==> src/rtl/matrix_input_loader.sv <==
// Collects an m x n matrix element-by-element into a flat DIM_MAX x DIM_MAX row-major bus; each element lands 1 cycle after its handshake.
// elem_ready is high for the whole LOAD state (no internal backpressure); start always wins over a same-cycle element.
module matrix_input_loader #(
  parameter int DIM_MAX = 5,
  parameter int ELEM_W  = 8
) (
  input  logic                              clk,
  input  logic                              reset,
  input  logic                              start,
  input  logic [2:0]                        m_in,
  input  logic [2:0]                        n_in,
  input  logic                              elem_valid,
  input  logic [ELEM_W-1:0]                 elem_data,
  output logic                              elem_ready,
  output logic [DIM_MAX*DIM_MAX*ELEM_W-1:0] matrix_out,
  output logic [2:0]                        m_out,
  output logic [2:0]                        n_out,
  output logic [2:0]                        row_idx,
  output logic [2:0]                        col_idx,
  output logic                              busy,
  output logic                              done,
  output logic                              dim_error
);

  localparam int CELLS = DIM_MAX * DIM_MAX;
  localparam int POS_W = $clog2(CELLS);

  localparam logic [1:0] S_IDLE = 2'd0;
  localparam logic [1:0] S_LOAD = 2'd1;
  localparam logic [1:0] S_DONE = 2'd2;
  localparam logic [1:0] S_ERR  = 2'd3;

  logic [1:0]       state;
  logic             dims_legal;
  logic             accept;
  logic             col_last;
  logic             row_last;
  logic [POS_W-1:0] elem_pos;

  assign dims_legal = (m_in != 3'd0) && (int'(m_in) <= DIM_MAX) &&
                      (n_in != 3'd0) && (int'(n_in) <= DIM_MAX);
  assign accept     = (state == S_LOAD) && elem_valid && !start;
  assign col_last   = (col_idx == n_out - 3'd1);
  assign row_last   = (row_idx == m_out - 3'd1);
  assign elem_pos   = POS_W'(row_idx) * POS_W'(DIM_MAX) + POS_W'(col_idx);

  assign elem_ready = (state == S_LOAD);
  assign busy       = (state == S_LOAD);
  assign done       = (state == S_DONE);
  assign dim_error  = (state == S_ERR);

  always_ff @(posedge clk) begin
    if (reset) begin
      state      <= S_IDLE;
      matrix_out <= '0;
      m_out      <= 3'd0;
      n_out      <= 3'd0;
      row_idx    <= 3'd0;
      col_idx    <= 3'd0;
    end else if (start) begin
      // Illegal dimensions leave the previous operand untouched for downstream.
      if (dims_legal) begin
        state      <= S_LOAD;
        matrix_out <= '0;
        m_out      <= m_in;
        n_out      <= n_in;
        row_idx    <= 3'd0;
        col_idx    <= 3'd0;
      end else begin
        state <= S_ERR;
      end
    end else if (accept) begin
      for (int i = 0; i < CELLS; i++) begin
        if (elem_pos == POS_W'(i))
          matrix_out[i*ELEM_W +: ELEM_W] <= elem_data;
      end
      // Indices park on the final element once the matrix is complete.
      if (col_last && row_last) begin
        state <= S_DONE;
      end else if (col_last) begin
        col_idx <= 3'd0;
        row_idx <= row_idx + 3'd1;
      end else begin
        col_idx <= col_idx + 3'd1;
      end
    end
  end

endmodule

==> config.mk <==
export PLATFORM = sky130hd
export DESIGN_NAME = matrix_input_loader
export DESIGN_NICKNAME = d
export VERILOG_FILES = /design/src/rtl/matrix_input_loader.sv
export SDC_FILE = /design/constraint.sdc
export NUM_CORES = 1
export LEC_CHECK = 0
export ABC_AREA = 1
export CAP_MARGIN = 15
export CORE_ASPECT_RATIO = 0.75
export CORE_UTILIZATION = 37
export CTS_BUF_LIST = sky130_fd_sc_hd__clkbuf_16
export DETAILED_ROUTE_END_ITERATION = 16
export PLACE_DENSITY_LB_ADDON = 0.3
export SYNTH_ARGS = -nofsm -noshare
export SYNTH_HDL_FRONTEND = slang
export SYNTH_SLANG_ARGS = --single-unit
==> constraint.sdc <==
create_clock -name clk -period 2.8 [get_ports clk]
set_input_delay 0.56 -clock clk [delete_from_list [all_inputs] [get_ports clk]]
set_output_delay 0.56 -clock clk [all_outputs]
set_load 0.01 [all_outputs]
==> run summary, run 1 <==
### Min path
• type of the tightest min-delay check: flop to flop

### Critical path
• type of the worst setup path: flop to flop
• largest fanout of any net on the critical path: 16
• worst path required time: 3210 ps
• data arrival time of the critical path: 3010 ps
• CP Launch Type: flop
• Crit. End Element: flop

### Detailed routing
• Antenna Violating Nets Remaining: 0
• DR WL/cell: 15.86 µm
• number of design rule violations left after detail routing: 0
• routed via count divided by cell count: 5.099
• WL final: 30410 µm
• first drt pass iteration count: 5
• Via Count: 9774
• 1st-iter DRT viols: 763

### Logic synthesis
• cell type with the largest total area after synthesis: dfxtp_1
• Synth cell types: 26
• top-area cell type share of the netlist area: 44.02%
• post-synthesis cell area: 9732 µm²
• number of storage elements in the synthesis netlist: 214
• leading post-synthesis cells by cell area: dfxtp_1 (44%), nand3_1 (12%), a21oi_1 (11%)
• count of flip-flops with a built-in enable after synthesis: 0
• Warnings, synthesis: 0
• synthesized netlist net count: 1394
• post-synthesis sequential area ratio: 44.02%
• per-instance average area after synthesis: 7.140 µm²
• Most used DFF post-synth: dfxtp_1
• Async S/R FF share, synth: 0%
• Syn Inst Count: 1363

### Outcome
• result of the run: finished, final reports clean

### Global routing
• GRT Resource Usage Total: 21.91%
• initial antenna violation count: 0
• pin count of the biggest net entering global routing: 67
• total overflow reported by the global router: 0
• vias in the first global route: 8631
• global-route wire length before repair: 47190 µm

### Floorplan
• num ports: 234
• overall die area: 26960 µm²
• width of the die: 189.3 µm
• number of rows in the core area: 51
• die height: 142.5 µm
• Core Footprint: 25910 µm²
• starting utilization of the core area: 37.56%

### Job
• max-cap check violation count: 0

### CTS
• sink count of the clock tree: 214
• number of post-CTS setup repair buffers: 0
• Root Buffer Master: clkbuf_16
• clock network latency to the later pin of the worst-skew pair: 520 ps
• clock tree from TritonCTS: yes
• maximum buffer depth of the clock tree: 3
• number of buffers added by the clock tree synthesis step: 24
• number of H-tree levels: 1
• CTS-repair resized insts: 0
• hold-fix buffers at CTS: 0
• Clock Pin Slew Worst Setup and Hold Paths: 60 ps

### Cells and area
• most common library cell in the layout ignoring fill and taps: nand2_1
• diode insertion count for antenna repair: 0
• net count reported at finish: 1591
• ratio of cells with drive above 1 in the final layout: 7.502%
• leading cell types in the layout, fill and taps excluded: nand2_1 (268), clkdlybuf4s50_1 (233), nand3_1 (232)
• final core utilization: 51.15%
• fin area: 13250 µm²
• Fillers: 2518
• Syn-to-layout area delta: 36.17%

### Timing
• tightest hold margin: 479.7 ps
• highest clock frequency the design can meet: 385.2 MHz
• worst rel slew slack: 54.58%
• number of max-slew violations in the final report: 0
• Final Hold Fails: 0
• actual transition at the worst max-transition pin: 674.2 ps
• final period utilization: 92.71%
• clock period minus worst slack: 2596 ps
• number of endpoints failing setup at the final stage: 0
• setup repair after global routing missed its margin: true
• worst-case clock skew: 9.409 ps

### Placement
• weighted congestion reported at the end of routability-driven placement: 0.8189
• area post-placement: 12530 µm²
• detailed placement HPWL: 19450 µm
• number of buffers inserted by port buffering: 233

### Power
• P per Cell Area: 611.6 nW/µm²
• Static Leak: 5.429 nW
• maximum vdd ir drop: 0.0003586 V

routing by layer:
layer	track usage, %	up-vias	routed length (µm)
met5	0	-	0
met4	5.263	0	510
met3	3.994	42	2355
met1	32.59	4497	14850
li1	-	4883	-
met2	32.29	352	12690
where the power goes:
part / switching, W / internal (W)
clock: 0.00123 / 0.00159
sequential: 0.000153 / 0.00328
combinational: 0.00101 / 0.000840
registers in the layout (all words and copies together) (netlist names):
signal / cells
col_idx: 3
row_idx: 3
matrix_out: 200
n_out: 3
m_out: 3
state: 2
worst paths after layout:
path	depth (start not counted)	startpoint	end	slack, ps
max	12	row_idx[0]	matrix_out[184]	200
min	2	matrix_out[49]	matrix_out[49]	480
max reg2reg	12	row_idx[0]	matrix_out[184]	200
min reg2reg	2	matrix_out[49]	matrix_out[49]	480
worst max-delay path: stages, from the launching register on:
cell and delay (ps):
dfxtp_1 310, ha_1 300, ha_1 320, fa_1 470, xnor2_2 180, nand2_1 150
nor2_1 190, nand3_1 100, nand2_1 110, buf_12 140, nand3_1 80, nand2_1 90
nor2_1 40
cells in the mapped netlist (all sizes together), types with 2 or more instances:
cell type / n
nand3: 244
nor2: 232
xnor2: 3
clkbuf: 37
nand2: 280
buf: 80
a21oi: 215
dfxtp: 214
inv: 25
o21ai: 10
xor2: 4
ha: 12
or2: 2
metrics by stage:
stage | total power, W | cells | setup TNS, ps | setup WS (ps)
CTS | 0.008155 | 1917 | 0 | 153.5
finish | 0.008105 | 1917 | 0 | 204.1
global route | 0.008506 | 1917 | -7.280 | -3.409
global placement | 0.005295 | 1878 | 0 | 244.3
floorplan | 0.004527 | 1363 | 0 | 104.9
detailed placement | 0.005327 | 1878 | 0 | 206.9
kinds of logic after synthesis:
group,synth area share [%]
and+or+nand+nor,34.01
AOI/OAI and AO/OA,11.65
DFF,44.02
buffers and inverters,7.868
adders and majority gates,1.748
xor gates and xnor gates,0.7073
cell type report:
type	instances	area [µm²]	share of cell area, %
multi-input cells	1006	4726	35.66
flip-flops and latches	214	4284	32.33
repair buffers	288	3024	22.82
clock buffers	25	625.6	4.721
well taps	344	430.4	3.248
inverters	26	102.6	0.7742
clock inverters	14	58.81	0.4438
(Power assumes the default switching activity.)
==> run 2: changes to the inputs <==
- CELL_PAD_IN_SITES_DETAIL_PLACEMENT: default -> 0
- CELL_PAD_IN_SITES_GLOBAL_PLACEMENT: default -> 1
- CORE_UTILIZATION: 37 -> 33
- CTS_BUF_LIST: sky130_fd_sc_hd__clkbuf_16 -> sky130_fd_sc_hd__clkbuf_8
==> run summary, run 2 (synthesis results as in run 1) <==
### Global routing
• global-route wire length before repair: 48510 µm
• initial antenna violation count: 0
• GRT Resource Usage Total: 20.24%
• vias in the first global route: 8502
• pin count of the biggest net entering global routing: 54
• total overflow reported by the global router: 0

### CTS
• CTS-repair resized insts: 0
• sink count of the clock tree: 214
• maximum buffer depth of the clock tree: 3
• clock tree from TritonCTS: yes
• Root Buffer Master: clkbuf_8
• number of buffers added by the clock tree synthesis step: 38
• number of H-tree levels: 2
• clock network latency to the later pin of the worst-skew pair: 540 ps
• hold-fix buffers at CTS: 0
• number of post-CTS setup repair buffers: 0
• Clock Pin Slew Worst Setup and Hold Paths: 60 ps

### Detailed routing
• first drt pass iteration count: 4
• Antenna Violating Nets Remaining: 0
• routed via count divided by cell count: 4.834
• 1st-iter DRT viols: 655
• number of design rule violations left after detail routing: 0
• DR WL/cell: 15.62 µm
• Via Count: 9688
• WL final: 31310 µm

### Timing
• actual transition at the worst max-transition pin: 674.5 ps
• worst-case clock skew: 15.23 ps
• highest clock frequency the design can meet: 379.9 MHz
• clock period minus worst slack: 2632 ps
• Final Hold Fails: 0
• worst rel slew slack: 54.56%
• number of max-slew violations in the final report: 0
• setup repair after global routing missed its margin: true
• final period utilization: 94.00%
• number of endpoints failing setup at the final stage: 0
• tightest hold margin: 477.5 ps

### Floorplan
• overall die area: 30190 µm²
• starting utilization of the core area: 33.50%
• die height: 150.7 µm
• num ports: 234
• number of rows in the core area: 54
• width of the die: 200.3 µm
• Core Footprint: 29050 µm²

### Critical path
• series of cell instances along the critical path: ha_1 > ha_1 > fa_1 > xnor2_2 > nand2_1 > nor2_1 > nand3_1 > nand2_1 > buf_12 > nand3_1 > nand2_1 > nor2_1
• CP Launch Type: flop
• cell type of the slowest stage on the worst timing path: fa_1
• Largest stage delay, worst path: 480 ps
• startpoint of the most critical register-to-register path: row_idx[0]
• number of cell instances on the worst register-to-register path: 12
• terminus of the critical flop-to-flop path: matrix_out[173]
• type of the worst setup path: flop to flop
• data arrival time of the critical path: 3050 ps
• register-to-register setup slack: 170 ps
• largest fanout of any net on the critical path: 16
• worst path required time: 3210 ps
• Crit. End Element: flop
• Worst path most repeated cell: nand2_1

### Min path
• Min-Delay Endpoint: matrix_out[58]
• launch point of the worst hold path: matrix_out[58]
• type of the tightest min-delay check: flop to flop
• count of cells along the worst hold path: 2

### Cells and area
• final core utilization: 46.46%
• Fillers: 2955
• max reg flops: 200
• Syn-to-layout area delta: 38.70%
• net count reported at finish: 1615
• diode insertion count for antenna repair: 0
• ratio of cells with drive above 1 in the final layout: 9.677%
• Top reg by flops: matrix_out
• leading cell types in the layout, fill and taps excluded: nand2_1 (268), clkdlybuf4s50_1 (233), nand3_1 (232)
• area taken by multi-input logic gates: 4710 µm²
• most common library cell in the layout ignoring fill and taps: nand2_1
• final cell count without fillers: 2004
• combined flip-flop and latch cell area: 4284 µm²

### Placement
• detailed placement HPWL: 20570 µm
• weighted congestion reported at the end of routability-driven placement: 0.7883
• number of buffers inserted by port buffering: 233
• placed cell count: 1936

### Power
• Static Leak: 5.578 nW
• maximum vdd ir drop: 0.0002987 V
• Comb pwr share: 22.5%
• Reg power frac: 41.5%
• internal power of the cells: 0.005820 W
• Sw Ratio: 29.74%
• P per Cell Area: 613.7 nW/µm²
• relative contribution of the clock network to total power: 36.1%
• net switching power: 0.002463 W

### Job
• max-cap check violation count: 0

### Outcome
• result of the run: finished, final reports clean

run 2: cell types whose count changed in the layout (fill, tap and decap cells not counted), moves of 2 or more:
cell       delta
buf_12        +2
buf_4         +9
clkbuf_16    -25
clkbuf_8     +50
clkinv_1      -6
clkinv_2      +3
inv_1         +6
run 2: layout make-up:
cell class | instances | share of cell area (%)
Inverter | 26 | 0.7601
Multi-Input combinational cell | 1006 | 34.89
Tap cell | 392 | 3.634
Clock inverter | 18 | 0.7601
Timing Repair Buffer | 298 | 23.12
Sequential cell | 214 | 31.74
Clock buffer | 50 | 5.098
run 2: power by group through the flow:
stage	logic, W	registers, W	clock network [W]
6_report	0.00186	0.00343	0.00299
5_1_grt	0.00205	0.00346	0.00322
4_1_cts	0.00187	0.00344	0.00308
3_5_place_dp	0.00186	0.00350	0
3_3_place_gp	0.00184	0.00350	0
2_1_floorplan	0.000959	0.00357	0
run 2: metal layers:
metal	GRT usage (%)	part of all wire, %
met3	4.242	6.6
met1	30.53	51
met4	4.504	1.2
met5	0	0
met2	29.01	41
run 2: how the worst max path moves through the flow:
stage | startpoint | end | slack (ps) | depth (start not counted)
finish | row_idx[0] | matrix_out[173] | 170 | 12
floorplan | row_idx[2] | matrix_out[134] | 100 | 12
global placement | row_idx[0] | matrix_out[161] | 210 | 12
detailed placement | row_idx[0] | matrix_out[161] | 90 | 12
global route | row_idx[0] | matrix_out[161] | -20 | 12
CTS | row_idx[0] | matrix_out[161] | 80 | 12
run 2: through the flow:
stage	TNS (ps)	setup WS (ps)	power, W	instance area [µm²]
after floorplan	0	104.9	0.004527	9732
after global placement	0	207.3	0.005344	12690
after detailed placement	0	89.00	0.005357	12690
after CTS	0	76.25	0.008379	13480
after global routing	-54.44	-15.74	0.008732	13500
final	0	168.0	0.008283	13500
run 2: worst max-delay path: cells and delay by family, from the launching register on:
family        cells  cell delay [ps]
buf+inv           1              140
flops             1              330
simple gates      7              750
xor+xnor          1              190
fa+ha+maj         3             1100
